$ cat src/rtl/div_issue_ctrl.sv
// div_issue_ctrl: sequences RISC-V M-extension divides between execute and an iterative divider.
// Ports:
//   clk, rst_n                      clock, asynchronous active-low reset
//   req_valid/req_ready             request handshake from execute
//   req_funct3/rs1/rs2/rd           op (100 DIV,101 DIVU,110 REM,111 REMU), operands, dest tag
//   flush                           kill in-flight op
//   resp_valid/resp_ready           result handshake to writeback
//   resp_data/resp_rd               result and its dest tag
//   stall                           hold upstream pipeline
//   div_start/dividend/divisor/op   launch interface to the divider
//   div_result/div_busy             divider result and busy flag
module div_issue_ctrl #(
    parameter int XLEN = 32
) (
    input  logic            clk,
    input  logic            rst_n,
    input  logic            req_valid,
    output logic            req_ready,
    input  logic [2:0]      req_funct3,
    input  logic [XLEN-1:0] req_rs1,
    input  logic [XLEN-1:0] req_rs2,
    input  logic [4:0]      req_rd,
    input  logic            flush,
    output logic            resp_valid,
    input  logic            resp_ready,
    output logic [XLEN-1:0] resp_data,
    output logic [4:0]      resp_rd,
    output logic            stall,
    output logic            div_start,
    output logic [XLEN-1:0] div_dividend,
    output logic [XLEN-1:0] div_divisor,
    output logic [2:0]      div_op,
    input  logic [XLEN-1:0] div_result,
    input  logic            div_busy
);
    typedef enum logic [2:0] {IDLE, SPECIAL, LAUNCH, WAIT_HI, WAIT_LO, RESP, DRAIN} state_t;
    localparam logic [XLEN-1:0] MIN = {1'b1, {(XLEN-1){1'b0}}};
    state_t          r_state;
    logic [XLEN-1:0] r_a, r_b, r_data;
    logic [2:0]      r_op;
    logic [4:0]      r_rd;
    logic [1:0]      r_cnt;
    logic            r_seen;
    logic            w_accept, w_special, w_window;
    logic [XLEN-1:0] w_special_data;
    // A divider still busy (e.g. after a reset mid-operation) must finish before a new launch.
    assign req_ready    = (r_state == IDLE) & ~div_busy;
    assign stall        = (req_valid & ~req_ready) | (r_state != IDLE);
    assign resp_valid   = r_state == RESP;
    assign div_start    = r_state == LAUNCH;
    assign resp_data    = r_data;
    assign resp_rd      = r_rd;
    assign div_dividend = r_a;
    assign div_divisor  = r_b;
    assign div_op       = r_op;
    assign w_accept     = req_valid & req_ready & ~flush;
    assign w_special    = (req_rs2 == '0) | (~req_funct3[0] & (req_rs1 == MIN) & (req_rs2 == '1));
    // funct3[1] selects remainder; a non-zero divisor here implies signed overflow.
    assign w_special_data = (r_b == '0) ? (r_op[1] ? r_a : '1) : (r_op[1] ? '0 : MIN);
    // Busy either observed or the 2-cycle launch window has elapsed.
    assign w_window     = r_seen | (r_cnt == 2'd2);
    always_ff @(posedge clk or negedge rst_n) begin
        if (!rst_n) begin
            r_state <= IDLE;
            r_a     <= '0;
            r_b     <= '0;
            r_op    <= '0;
            r_rd    <= '0;
            r_data  <= '0;
            r_cnt   <= '0;
            r_seen  <= 1'b0;
        end else begin
            if (r_state == WAIT_HI || r_state == DRAIN) begin
                if (div_busy) r_seen <= 1'b1;
                if (r_cnt != 2'd2) r_cnt <= r_cnt + 2'd1;
            end
            case (r_state)
                IDLE: if (w_accept) begin
                    r_a     <= req_rs1;
                    r_b     <= req_rs2;
                    r_op    <= req_funct3;
                    r_rd    <= req_rd;
                    r_cnt   <= '0;
                    r_seen  <= 1'b0;
                    r_state <= w_special ? SPECIAL : LAUNCH;
                end
                SPECIAL: begin
                    if (!flush) r_data <= w_special_data;
                    r_state <= flush ? IDLE : RESP;
                end
                LAUNCH:  r_state <= flush ? DRAIN : WAIT_HI;
                WAIT_HI: r_state <= flush ? DRAIN : ((div_busy || r_cnt == 2'd1) ? WAIT_LO : WAIT_HI);
                WAIT_LO: begin
                    if (!flush && !div_busy) r_data <= div_result;
                    r_state <= flush ? DRAIN : (div_busy ? WAIT_LO : RESP);
                end
                RESP:    r_state <= (flush || resp_ready) ? IDLE : RESP;
                DRAIN:   r_state <= (!div_busy && w_window) ? IDLE : DRAIN;
                default: r_state <= IDLE;
            endcase
        end
    end
endmodule
$ cat config.mk
export PLATFORM = sky130hd
export DESIGN_NAME = div_issue_ctrl
export DESIGN_NICKNAME = d
export VERILOG_FILES = /design/src/rtl/div_issue_ctrl.sv
export SDC_FILE = /design/constraint.sdc
export NUM_CORES = 1
export LEC_CHECK = 0
export CELL_PAD_IN_SITES_DETAIL_PLACEMENT = 1
export CELL_PAD_IN_SITES_GLOBAL_PLACEMENT = 1
export CORE_MARGIN = 3
export CORE_UTILIZATION = 31
export CTS_BUF_LIST = sky130_fd_sc_hd__clkbuf_4 sky130_fd_sc_hd__clkbuf_8 sky130_fd_sc_hd__clkbuf_16
export CTS_CLUSTER_DIAMETER = 50
export DETAILED_ROUTE_END_ITERATION = 8
export MAX_ROUTING_LAYER = met4
export PLACE_DENSITY_LB_ADDON = 0.25
export SLEW_MARGIN = 0
export SYNTH_ARGS = -nofsm -noshare
export SYNTH_HDL_FRONTEND = slang
export SYNTH_SLANG_ARGS = --single-unit
export TNS_END_PERCENT = 1
$ cat constraint.sdc
create_clock -name clk -period 1.9 [get_ports clk]
set_input_delay 0.475 -clock clk [delete_from_list [all_inputs] [get_ports clk]]
set_output_delay 0.475 -clock clk [all_outputs]
set_load 0.02 [all_outputs]
==> flow_metrics.py <==
metrics = {
    "outcome": {
        "status": "finished, violations left",
        "violations": "setup timing",
    },
    "layout": {
        "fin_util_pct": 53.0,
        "area_delta_synth_final_pct": 65.1,
        "drive_above_1_share_pct": 15.0,
        "fillers": 1784,
        "nets": 970,
        "final_area_um2": 8500,
    },
    "grt": {
        "grt_pass1_wl_um": 32700,
        "grtUsageMet1_pct": 29.1,
        "grtUsageMet3_pct": 5.51,
        "antenna_found_initial": 2,
        "grt_busiest_layer": "met2",
        "use_met2_pct": 38.6,
        "grt_pass1_vias": 6077,
        "grtUsageTotal_pct": 23.4,
        "grt_max_degree": 41,
        "overflow": 0,
    },
    "critical_path": {
        "rr_worst_depth": 8,
        "r2r_end": "resp_data[6]",
        "critical_path_class": "register to output pin",
        "worst_ep_arrival_time_ps": 1450,
        "crit_path_end_kind": "output pin",
        "regToRegSetupSlack_ps": 90,
        "crit_chain": "or3_1 -> nor2_1 -> buf_4",
        "slowest_delay_ps": 420,
        "worstPathMaxFanout": 2,
        "startpoint_type": "register",
        "cp_data_required_time_ps": 1420,
        "r2r-start": "r_state[2]",
        "worst_path_max_delay_cell": "or3_1",
    },
    "min_path": {
        "hold_class": "input port to asynchronous set/reset pin",
    },
    "power_and_ir_drop": {
        "comb_power_share_pct": 51.2,
        "sequentialPowerShare_pct": 33.4,
        "ir_drop_v": 0.000571,
        "leakage_nw": 4.03,
        "sw_frac_of_total_pct": 41.7,
        "internal-power_w": 0.00737,
        "clock_power_share_pct": 15.4,
        "switching_power_w": 0.00527,
        "p_per_area_nw_per_um2": 1490,
    },
    "synth": {
        "synth_xor_area_share_pct": 0.170,
        "synth-simple-area-share_pct": 28.6,
        "syn_inst": 599,
        "synth_warnings": 0,
        "postSynthAreaPerCell_um2": 8.60,
        "ys_async_sr_fraction_pct": 100,
        "synth_fa_ha_area_share_pct": 0.729,
        "synth_flop_cell": "dfrtp_1",
        "syn_nets": 712,
        "ys_ff_latch": 110,
        "yosysSeqAreaShare_pct": 53.4,
        "synth_top_cell_by_area": "dfrtp_1",
        "syn_area_um2": 5150,
        "synth_cell_types": 40,
        "yosysTopAreaCellShare_pct": 53.4,
        "synthMuxAreaShare_pct": 0.194,
        "synth-edff-count": 0,
        "synth_top_family_by_area": "simple AND/OR/NAND/NOR gates",
        "synth_area_leaders": "dfrtp_1 (53%), nand2_1 (17%), a21oi_2 (3.6%)",
        "synth_compound_area_share_pct": 12.4,
    },
    "placed_design": {
        "io_buffers": 217,
        "place_area_um2": 8040,
        "dpl.hpwl_um": 15900,
        "gp_congestion": 0.933,
    },
    "clocking": {
        "cts_tree": "built",
        "clock_sinks": 110,
        "insertion_delay_ps": 350,
        "cts-htree-levels": 3,
        "cts-hold-fix-buffers": 0,
        "clk_pin_slew_worst_paths_ps": 80,
        "cts_made_buffers": 9,
        "cts_max_path_buffers": 2,
        "cts_root_buf": "clkbuf_16",
    },
    "timing": {
        "max_freq_ghz": 0.518,
        "finalMaxSlewViolations": 0,
        "skew_ps": 10.9,
        "fin_ws_ps": -29.1,
        "rsz0062_at_grt": "yes",
        "finalHoldViolations": 0,
        "period_needed_ps": 1930,
        "fin_crit_sh_pct": 102,
        "setup_tns_ps": -29.1,
        "max_slew_margin_pct": 71.2,
        "setup-violations-final": 1,
        "tightest_slew_ps": 432,
        "holdWs_ps": 53.9,
    },
    "drt": {
        "wl_per_cell_um": 19.0,
        "via_per_inst": 4.96,
        "drtPass1Iterations": 4,
        "drt-total-wl_um": 20500,
        "drt_iter0_drc": 169,
        "ant_nets": 0,
        "drc_errors": 0,
        "vias": 5358,
    },
    "floorplan": {
        "rows": 46,
        "fp.dieW_um": 135,
        "die_y_um": 135,
        "ios": 218,
        "fp.coreArea_um2": 16100,
        "initial_utilization_pct": 32.1,
        "die-area_um2": 18200,
    },
    "run": {
        "drv_cap": 0,
    },
}
==> area by class of cell <==
type                    count  area [um2]  area share, %
diodes                      2        5.00         0.0589
clock buffers              10         239           2.81
clock inverters             6        61.3          0.721
inverters                   5        18.8          0.221
multi-input cells         449        2310           27.1
flip-flops and latches    110        2750           32.4
well taps                 216         270           3.18
repair buffers            282        2850           33.5
==> power by group through the flow <==
stage	clock network, W	logic, W	registers [W]
final	0.00195	0.00648	0.00422
after global routing	0.00210	0.00700	0.00437
after CTS	0.00199	0.00654	0.00424
after detailed placement	0	0.00654	0.00426
after global placement	0	0.00628	0.00419
after floorplan	0	0.00196	0.00526
==> worst max-delay path by stage <==
| stage | cells past startpoint | startpoint | endpoint |
|---|---|---|---|
| 2_1_floorplan | 3 | r_state[0] | req_ready |
| 3_3_place_gp | 7 | req_funct3[0] | r_state[1] |
| 3_5_place_dp | 7 | req_funct3[0] | r_state[1] |
| 4_1_cts | 3 | r_state[2] | req_ready |
| 5_1_grt | 3 | r_state[2] | req_ready |
| 6_report | 3 | r_state[2] | req_ready |
==> metal layers <==
metal | vias up | part of all wire, %
met5 | - | 0
met4 | 0 | 1.5
met3 | 20 | 5.1
met1 | 2666 | 43
met2 | 153 | 50
li1 | 2519 | -
==> state kept, by name, indices dropped and copies added (netlist names) <==
signal	cells
r_cnt	2
resp_rd	5
div_op	3
resp_data	32
r_seen	1
div_divisor	32
div_dividend	32
r_state	3
==> Yosys cell counts (2+ instances only) <==
library cell,count
a211oi_1,2
a21oi_1,30
a21oi_2,21
and2_1,3
buf_2,10
buf_4,7
buf_6,5
clkbuf_1,13
dfrtp_1,110
ha_1,3
inv_1,5
nand2_1,236
nand3b_1,9
nand4_1,12
nor2_1,35
nor2b_1,2
nor3_2,2
nor4_1,22
nor4b_1,3
o21ai_0,16
o21ai_1,32
or3_1,3
==> cells in the final DEF (no fill, tap or decap), types with 13 or more instances in the layout <==
cell type,n
nand2_1,234
clkdlybuf4s50_1,188
dfrtp_1,110
buf_4,53
nor2_1,34
o21ai_1,31
a21oi_1,30
a21oi_2,21
dlymetal6s2s_1,19
nor4_1,16
o21ai_0,16
buf_12,13
==> logic make-up (layout without fill, tap and decap cells) <==
family / after synthesis / after routing
AO/OA/AOI/OAI: 107 / 107
XOR/XNOR: 1 / 1
adder cells (fa/ha/maj): 3 / 3
buffers and inverters: 40 / 303
flip-flops: 110 / 110
multiplexers: 1 / 1
other: 0 / 2
AND/OR/NAND/NOR: 337 / 337
==> through the flow <==
step	std cells	worst slack [ps]	total power [W]
2_1_floorplan	599	169	0.00722
4_1_cts	1077	-45.3	0.0128
5_1_grt	1080	-67.7	0.0135
3_3_place_gp	1061	-469	0.0105
3_5_place_dp	1061	-529	0.0108
6_report	1080	-29.1	0.0126
==> repair_timing <==
action | CTS | global route
pin swaps | 0 | 5
buffers inserted | 0 | 1
endpoints found under the setup margin | 24 | 54
resized for setup | 30 | 34
hold endpoints to repair | 0 | 0
==> worst max-delay path, delay by kind of cell (launching register included) <==
kind / cells / cell delay (ps)
buffers and inverters: 1 / 160
AND/OR/NAND/NOR: 2 / 560
flip-flops: 1 / 380
Power figures use the tool's default switching activity.
